==> config.mk <==
export PLATFORM = sky130hd
export DESIGN_NAME = multicycle_ctrl_flat
export DESIGN_NICKNAME = d
export VERILOG_FILES = /design/src/rtl/multicycle_ctrl_if.sv /design/src/rtl/multicycle_ctrl.sv /design/src/flat_wrapper.sv
export SDC_FILE = /design/constraint.sdc
export NUM_CORES = 1
export LEC_CHECK = 0
export CORE_MARGIN = 5
export CORE_UTILIZATION = 47
export DETAILED_ROUTE_END_ITERATION = 10
export DONT_BUFFER_PORTS = 1
export PLACE_DENSITY = 0.68
export RECOVER_POWER = 100
export SYNTH_ARGS = -nofsm -noshare
export SYNTH_HDL_FRONTEND = slang
export SYNTH_SLANG_ARGS = --single-unit
==> constraint.sdc <==
create_clock -name clk -period 3 [get_ports clk]
set_input_delay 0.6 -clock clk [delete_from_list [all_inputs] [get_ports clk]]
set_output_delay 0.6 -clock clk [all_outputs]
set_load 0.03 [all_outputs]
==> src/rtl/multicycle_ctrl_if.sv <==
// multicycle_ctrl_if: opcode/flag inputs and datapath control outputs of the multicycle controller
interface multicycle_ctrl_if;
  logic [5:0] Op;
  logic       Zero;
  logic       IorD;
  logic       MemWrite;
  logic       IRWrite;
  logic       PCEn;
  logic [1:0] PCSrc;
  logic       ALUSrcA;
  logic [1:0] ALUSrcB;
  logic [1:0] ALUOp;
  logic       RegDst;
  logic       MemtoReg;
  logic       RegWrite;
  logic       IllegalOp;
  logic [3:0] State;
  modport master (
    input  Op, Zero,
    output IorD, MemWrite, IRWrite, PCEn, PCSrc, ALUSrcA, ALUSrcB, ALUOp,
           RegDst, MemtoReg, RegWrite, IllegalOp, State
  );
  modport slave (
    output Op, Zero,
    input  IorD, MemWrite, IRWrite, PCEn, PCSrc, ALUSrcA, ALUSrcB, ALUOp,
           RegDst, MemtoReg, RegWrite, IllegalOp, State
  );
endinterface

==> src/rtl/multicycle_ctrl.sv <==
// multicycle_ctrl: Moore FSM sequencing the datapath of a multicycle MIPS-style core
module multicycle_ctrl (
  input logic         clk,
  input logic         rst,
  multicycle_ctrl_if.master bus
);
  typedef enum logic [3:0] {
    FETCH, DECODE, MEMADR, MEMREAD, MEMWB, MEMWR,
    EXECUTE, ALUWB, BRANCH, ADDIEXEC, ADDIWB, JUMP
  } state_t;
  typedef struct packed {
    logic       iord;
    logic       memwrite;
    logic       irwrite;
    logic       pcwrite;
    logic       branch;
    logic [1:0] pcsrc;
    logic       alusrca;
    logic [1:0] alusrcb;
    logic [1:0] aluop;
    logic       regdst;
    logic       memtoreg;
    logic       regwrite;
  } ctl_t;
  localparam logic [5:0] OP_R    = 6'b000000;
  localparam logic [5:0] OP_LW   = 6'b100011;
  localparam logic [5:0] OP_SW   = 6'b101011;
  localparam logic [5:0] OP_BEQ  = 6'b000100;
  localparam logic [5:0] OP_ADDI = 6'b001000;
  localparam logic [5:0] OP_J    = 6'b000010;
  state_t state, nxt;
  ctl_t   ctl, o;
  logic   legal;
  function automatic ctl_t decode(state_t s);
    ctl_t c;
    c = '0;
    case (s)
      FETCH:    begin c.irwrite = 1'b1; c.pcwrite = 1'b1; c.alusrcb = 2'b01; end
      DECODE:   c.alusrcb = 2'b11;
      MEMADR:   begin c.alusrca = 1'b1; c.alusrcb = 2'b10; end
      MEMREAD:  c.iord = 1'b1;
      MEMWB:    begin c.memtoreg = 1'b1; c.regwrite = 1'b1; end
      MEMWR:    begin c.iord = 1'b1; c.memwrite = 1'b1; end
      EXECUTE:  begin c.alusrca = 1'b1; c.aluop = 2'b10; end
      ALUWB:    begin c.regdst = 1'b1; c.regwrite = 1'b1; end
      BRANCH:   begin c.alusrca = 1'b1; c.aluop = 2'b01; c.pcsrc = 2'b01; c.branch = 1'b1; end
      ADDIEXEC: begin c.alusrca = 1'b1; c.alusrcb = 2'b10; end
      ADDIWB:   c.regwrite = 1'b1;
      JUMP:     begin c.pcsrc = 2'b10; c.pcwrite = 1'b1; end
      default:  ;
    endcase
    return c;
  endfunction
  assign legal = bus.Op inside {OP_R, OP_LW, OP_SW, OP_BEQ, OP_ADDI, OP_J};
  always_comb begin
    nxt = FETCH;
    case (state)
      FETCH:    nxt = DECODE;
      DECODE:   nxt = (bus.Op == OP_LW || bus.Op == OP_SW) ? MEMADR :
                      bus.Op == OP_R    ? EXECUTE  :
                      bus.Op == OP_BEQ  ? BRANCH   :
                      bus.Op == OP_ADDI ? ADDIEXEC :
                      bus.Op == OP_J    ? JUMP     : FETCH;
      MEMADR:   nxt = bus.Op == OP_SW ? MEMWR : MEMREAD;
      MEMREAD:  nxt = MEMWB;
      EXECUTE:  nxt = ALUWB;
      ADDIEXEC: nxt = ADDIWB;
      default:  nxt = FETCH;
    endcase
  end
  // outputs are registered alongside the state, so they settle with it on the same edge
  always_ff @(posedge clk) begin
    state <= rst ? FETCH : nxt;
    ctl   <= decode(rst ? FETCH : nxt);
  end
  assign o             = state > JUMP ? '0 : ctl;
  assign bus.IorD      = o.iord;
  assign bus.MemWrite  = o.memwrite;
  assign bus.IRWrite   = o.irwrite;
  assign bus.PCSrc     = o.pcsrc;
  assign bus.ALUSrcA   = o.alusrca;
  assign bus.ALUSrcB   = o.alusrcb;
  assign bus.ALUOp     = o.aluop;
  assign bus.RegDst    = o.regdst;
  assign bus.MemtoReg  = o.memtoreg;
  assign bus.RegWrite  = o.regwrite;
  assign bus.PCEn      = o.pcwrite | (o.branch & bus.Zero);
  assign bus.IllegalOp = state == DECODE && !legal;
  assign bus.State     = state;
endmodule
==> src/flat_wrapper.sv <==
// flat-port wrapper written by rule: the top's interface ports become plain ports
module multicycle_ctrl_flat 
  (clk, rst, bus_Op, bus_Zero, bus_IorD, bus_MemWrite, bus_IRWrite, bus_PCEn, bus_PCSrc, bus_ALUSrcA, bus_ALUSrcB, bus_ALUOp, bus_RegDst, bus_MemtoReg, bus_RegWrite, bus_IllegalOp, bus_State);
  multicycle_ctrl_if bus_i ();
  input logic clk;
  input logic rst;
  input wire logic [$bits(bus_i.Op)-1:0] bus_Op;
  input wire logic [$bits(bus_i.Zero)-1:0] bus_Zero;
  output wire logic [$bits(bus_i.IorD)-1:0] bus_IorD;
  output wire logic [$bits(bus_i.MemWrite)-1:0] bus_MemWrite;
  output wire logic [$bits(bus_i.IRWrite)-1:0] bus_IRWrite;
  output wire logic [$bits(bus_i.PCEn)-1:0] bus_PCEn;
  output wire logic [$bits(bus_i.PCSrc)-1:0] bus_PCSrc;
  output wire logic [$bits(bus_i.ALUSrcA)-1:0] bus_ALUSrcA;
  output wire logic [$bits(bus_i.ALUSrcB)-1:0] bus_ALUSrcB;
  output wire logic [$bits(bus_i.ALUOp)-1:0] bus_ALUOp;
  output wire logic [$bits(bus_i.RegDst)-1:0] bus_RegDst;
  output wire logic [$bits(bus_i.MemtoReg)-1:0] bus_MemtoReg;
  output wire logic [$bits(bus_i.RegWrite)-1:0] bus_RegWrite;
  output wire logic [$bits(bus_i.IllegalOp)-1:0] bus_IllegalOp;
  output wire logic [$bits(bus_i.State)-1:0] bus_State;
  assign bus_i.Op = bus_Op;
  assign bus_i.Zero = bus_Zero;
  assign bus_IorD = bus_i.IorD;
  assign bus_MemWrite = bus_i.MemWrite;
  assign bus_IRWrite = bus_i.IRWrite;
  assign bus_PCEn = bus_i.PCEn;
  assign bus_PCSrc = bus_i.PCSrc;
  assign bus_ALUSrcA = bus_i.ALUSrcA;
  assign bus_ALUSrcB = bus_i.ALUSrcB;
  assign bus_ALUOp = bus_i.ALUOp;
  assign bus_RegDst = bus_i.RegDst;
  assign bus_MemtoReg = bus_i.MemtoReg;
  assign bus_RegWrite = bus_i.RegWrite;
  assign bus_IllegalOp = bus_i.IllegalOp;
  assign bus_State = bus_i.State;
  multicycle_ctrl u_core (.clk(clk), .rst(rst), .bus(bus_i));
endmodule
==> tab_implementation.tex <==
\begin{tabular}{lr}
\hline
Metric & Value \\
\hline
\multicolumn{2}{l}{\textbf{Timing}} \\
\quad Slew of the pin with the lowest slew margin & 0.8356 ns \\
\quad Part of the cycle the worst path needs & 86.34\% \\
\quad Post-route worst hold slack & between 0.6 and 0.7 ns \\
\quad Final count of hold timing violations & 0 \\
\quad RSZ-0062 raised after global routing & false \\
\quad Skew final & 0.003715 ns \\
\quad Rel. slew slack & 44.26\% \\
\quad Setup total negative slack & 0 ns \\
\quad Max Clock Freq & 0.3860 GHz \\
\quad Number of pins with negative max-slew slack in the final report & 0 \\
\quad Endpoints failing setup & 0 \\
\quad Final critical-path required period & 2.590 ns \\
\multicolumn{2}{l}{\textbf{Die}} \\
\quad Row cnt & 15 \\
\quad Height of the chip & 52.46 um \\
\quad Starting density of the core & roughly half \\
\quad Total Die Area & 2752 um\^{}2 \\
\quad Total core area & between 1500 and 2000 um\^{}2 \\
\quad Die X-Extent & 52.46 um \\
\quad Top-Level Pins & 28 \\
\multicolumn{2}{l}{\textbf{Worst setup path}} \\
\quad Startpoint type of the worst setup path & flip-flop \\
\quad Critical Path Fanout Max & 8 \\
\quad Critical Path RT & 2.40 ns \\
\quad Critical Path, Cell by Cell & nor3b\_2 > nand2\_1 > nor3\_1 > clkbuf\_1 \\
\quad CP Capture Type & primary output \\
\quad Worst path slowest cell & sky130\_fd\_sc\_hd\_\_dfxtp\_1 \\
\quad Family with the most delay on the worst path & simple AND/OR/NAND/NOR gates \\
\quad Arrival time worst endpoint & 1.99 ns \\
\quad Type of the setup path with the least slack & reg -> out \\
\quad Count of buffering cells on the critical path with inverters included & 1 \\
\quad Highest cell delay on the worst timing path & 0.67 ns \\
\multicolumn{2}{l}{\textbf{Clocking}} \\
\quad Buffers inserted by post-CTS timing repair & 0 \\
\quad Worst-Skew Late Latency & 0.30 ns \\
\quad \# clock sinks & 17 \\
\quad TritonCTS clock tree & yes \\
\quad CTS clock-pin slew for the worst setup and hold paths & 0.09 ns \\
\quad Clock H-tree levels & 1 \\
\quad Hold buffer count at cts & 0 \\
\quad Cts bufs inserted & 3 \\
\quad Clock tree root buffer cell & sky130\_fd\_sc\_hd\_\_clkbuf\_4 \\
\quad Clock buffer depth & 2 \\
\quad Cts repair resizes & 0 \\
\multicolumn{2}{l}{\textbf{GRT}} \\
\quad Wire length of the first global-routing pass & between 2000 and 3000 um \\
\quad Number of global-route vias before repair & 615 \\
\quad Overflow left after global routing & 0 \\
\quad Busiest layer in global routing & met2 \\
\quad GR Layer Usage met2 & 21.90\% \\
\quad Met1 usage & roughly 18\% \\
\quad Met3 layer usage reported by global route & 6.838\% \\
\quad Aggregate global-route resource usage & 14.49\% \\
\quad Initial antenna violation count & 0 \\
\quad Maximum number of pins on one net before global-route repair & 13 \\
\multicolumn{2}{l}{\textbf{Power}} \\
\quad Power per cell area & 481.3 nW/um\^{}2 \\
\quad Share of power burned in combinational logic & between 10\% and 20\% \\
\quad Internal Dissipation & around 0.0003 W \\
\quad Clock network fraction of design power & 29.0\% \\
\quad Net Switching & 0.0001171 W \\
\quad Peak VDD IR & 0.3123 mV \\
\quad Part of the total power dissipated in sequential elements & 57.9\% \\
\quad Pleak & 0.3316 nW \\
\quad Net switching share of the total power & 28.15\% \\
\multicolumn{2}{l}{\textbf{Routing}} \\
\quad Vias & 670 \\
\quad Post-detailed-route via-to-cell ratio & approximately 5.5 \\
\quad DRC marker count from the first detailed-route iteration & 13 \\
\quad WL per Instance & 14.26 um \\
\quad Detailed Route WL & 1726 um \\
\quad Antenna Violating Nets Remaining & 0 \\
\quad Remaining DRCs & 0 \\
\quad Drt pass-1 iters & 4 \\
\multicolumn{2}{l}{\textbf{Run}} \\
\quad Maximum Capacitance Violations & 0 \\
\multicolumn{2}{l}{\textbf{Finish}} \\
\quad Fraction of layout instances using a drive strength above 1 & about 7.3\% \\
\quad Layout Area Growth over Synthesis & 2.068\% \\
\quad Count of inserted antenna diode cells & 0 \\
\quad Number of nets in the layout & approximately 110 \\
\multicolumn{2}{l}{\textbf{Yosys}} \\
\quad Synthesized flop and latch total & 17 \\
\quad Post-Syn Instances & 95 \\
\quad Sequential area share after synthesis & 40.18\% \\
\quad Cell area after synthesis & about 850 um\^{}2 \\
\quad Syn Area/Cell & 8.916 um\^{}2 \\
\quad Unique masters post-synth & 33 \\
\quad Post-Synthesis Net Count & 104 \\
\quad Ys Warns & 0 \\
\multicolumn{2}{l}{\textbf{Status}} \\
\quad Outcome & complete, no violations \\
\multicolumn{2}{l}{\textbf{Place}} \\
\quad Number of I/O port buffers & 0 \\
\quad Routability cong. & about 0.85 \\
\quad Post-detailed-placement half-perimeter wirelength & 1306 um \\
\multicolumn{2}{l}{\textbf{Hold path}} \\
\quad Min-Delay Path Class & in -> reg \\
\hline
\end{tabular}
cell usage in the layout, fill, tap and decap left out, types with 2 or more instances in the layout:
cell type	Yosys	routed
sky130_fd_sc_hd__xnor2_1	2	2
sky130_fd_sc_hd__and2_0	0	12
sky130_fd_sc_hd__nand2b_1	3	3
sky130_fd_sc_hd__nor3_1	8	8
sky130_fd_sc_hd__dfxtp_1	17	17
sky130_fd_sc_hd__clkbuf_4	0	3
sky130_fd_sc_hd__a21oi_1	6	6
sky130_fd_sc_hd__clkbuf_1	4	2
sky130_fd_sc_hd__nor2_1	3	3
sky130_fd_sc_hd__nand3_1	2	2
sky130_fd_sc_hd__inv_1	7	7
sky130_fd_sc_hd__nand2_1	5	5
sky130_fd_sc_hd__o211ai_1	2	2
sky130_fd_sc_hd__and3_1	2	2
sky130_fd_sc_hd__o21ai_0	2	3
metrics by stage:
step / instance area, um^2 / power, W / cells / setup slack, ns / util [%]
2_1_floorplan: 847.1 / 0.0002975 / 95 / 0.5841 / -
3_3_place_gp: 870.8 / 0.0003061 / 117 / 0.6616 / 50.43
6_report: 864.6 / 0.0004161 / 121 / 0.4097 / 50.07
5_1_grt: 864.6 / 0.0004368 / 121 / 0.2681 / 50.07
4_1_cts: 898.4 / 0.0004268 / 121 / 0.4524 / 52.03
3_5_place_dp: 870.8 / 0.0003067 / 117 / 0.6577 / 50.43
layer usage:
layer  routed length, um  part of all wire, %
met5                   0                    0
met4                  15                 0.87
met3                 126                  7.3
met2                 814                   47
met1                 769                   45
Yosys cell counts, drive strengths merged:
cell | count | area share (%)
o31ai | 1 | 2.5
o211a | 1 | 1.2
a21oi | 6 | 3.5
nand2b | 3 | 2.2
dfxtp | 17 | 40
a31oi | 1 | 0.74
o22ai | 1 | 0.74
o2111ai | 1 | 3.1
xor2 | 1 | 1.0
xnor2 | 2 | 2.1
a2111o | 1 | 1.3
nand3 | 2 | 1.2
o32ai | 1 | 1.0
clkbuf | 4 | 1.8
nor4 | 1 | 0.74
nor2 | 3 | 1.3
o21ai | 4 | 2.8
nand2 | 5 | 2.2
a311oi | 1 | 1.0
o211ai | 2 | 1.8
nor3b | 1 | 1.5
and2 | 12 | 8.9
or4 | 2 | 2.7
mux2i | 1 | 1.2
nor3 | 8 | 4.7
nor2b | 1 | 0.74
a2111oi | 1 | 1.2
a311o | 1 | 1.2
inv | 7 | 3.1
and3 | 2 | 1.5
buf | 1 | 0.89
cells by family (layout without fill, tap and decap cells):
logic type,after synthesis,count (layout),synth area share [%]
compound gates,22,22,22.16
xor+xnor,3,3,3.102
buf+inv,12,13,5.761
flops,17,17,40.18
mux,1,1,1.182
simple gates,40,40,27.62
flip-flops by register name, summed over array words and instances, names as in the netlist:
| name | flops |
|---|---|
| u_core.ctl | 13 |
| u_core.bus.State | 4 |
worst reg2reg max path, delay by kind of cell (launching register included):
kind | cells | cell delay (ns)
simple gates | 2 | 1.10
compound gates | 2 | 0.51
flops | 1 | 0.67
power by group through the flow:
stage	sequential [W]	clock, W	combinational (W)
final	0.000241	0.000121	0.0000548
after global routing	0.000242	0.000135	0.0000600
after CTS	0.000241	0.000125	0.0000610
after detailed placement	0.000246	0	0.0000605
after global placement	0.000246	0	0.0000602
after floorplan	0.000245	0	0.0000526
area by class of cell:
cell class | count | area, um^2
clock inverters | 1 | 5.005
flip-flops and latches | 17 | 340.3
clock buffers | 3 | 22.52
fillers | 182 | 862.1
multi-input cells | 66 | 431.7
inverters | 7 | 26.28
well taps | 25 | 31.28
repair buffers | 2 | 7.507
path summary, 6_finish.rpt:
check | startpoint | to | slack (ns) | cells past startpoint
setup / recovery | u_core.bus.State[0] | bus_IllegalOp | 0.41 | 4
hold / removal | rst | u_core.ctl[8] | 0.68 | 3
setup reg to reg | u_core.bus.State[0] | u_core.ctl[11] | 0.64 | 4
hold reg to reg | u_core.bus.State[3] | u_core.ctl[0] | 0.98 | 3
No activity file was read; power rests on OpenSTA's default activity.
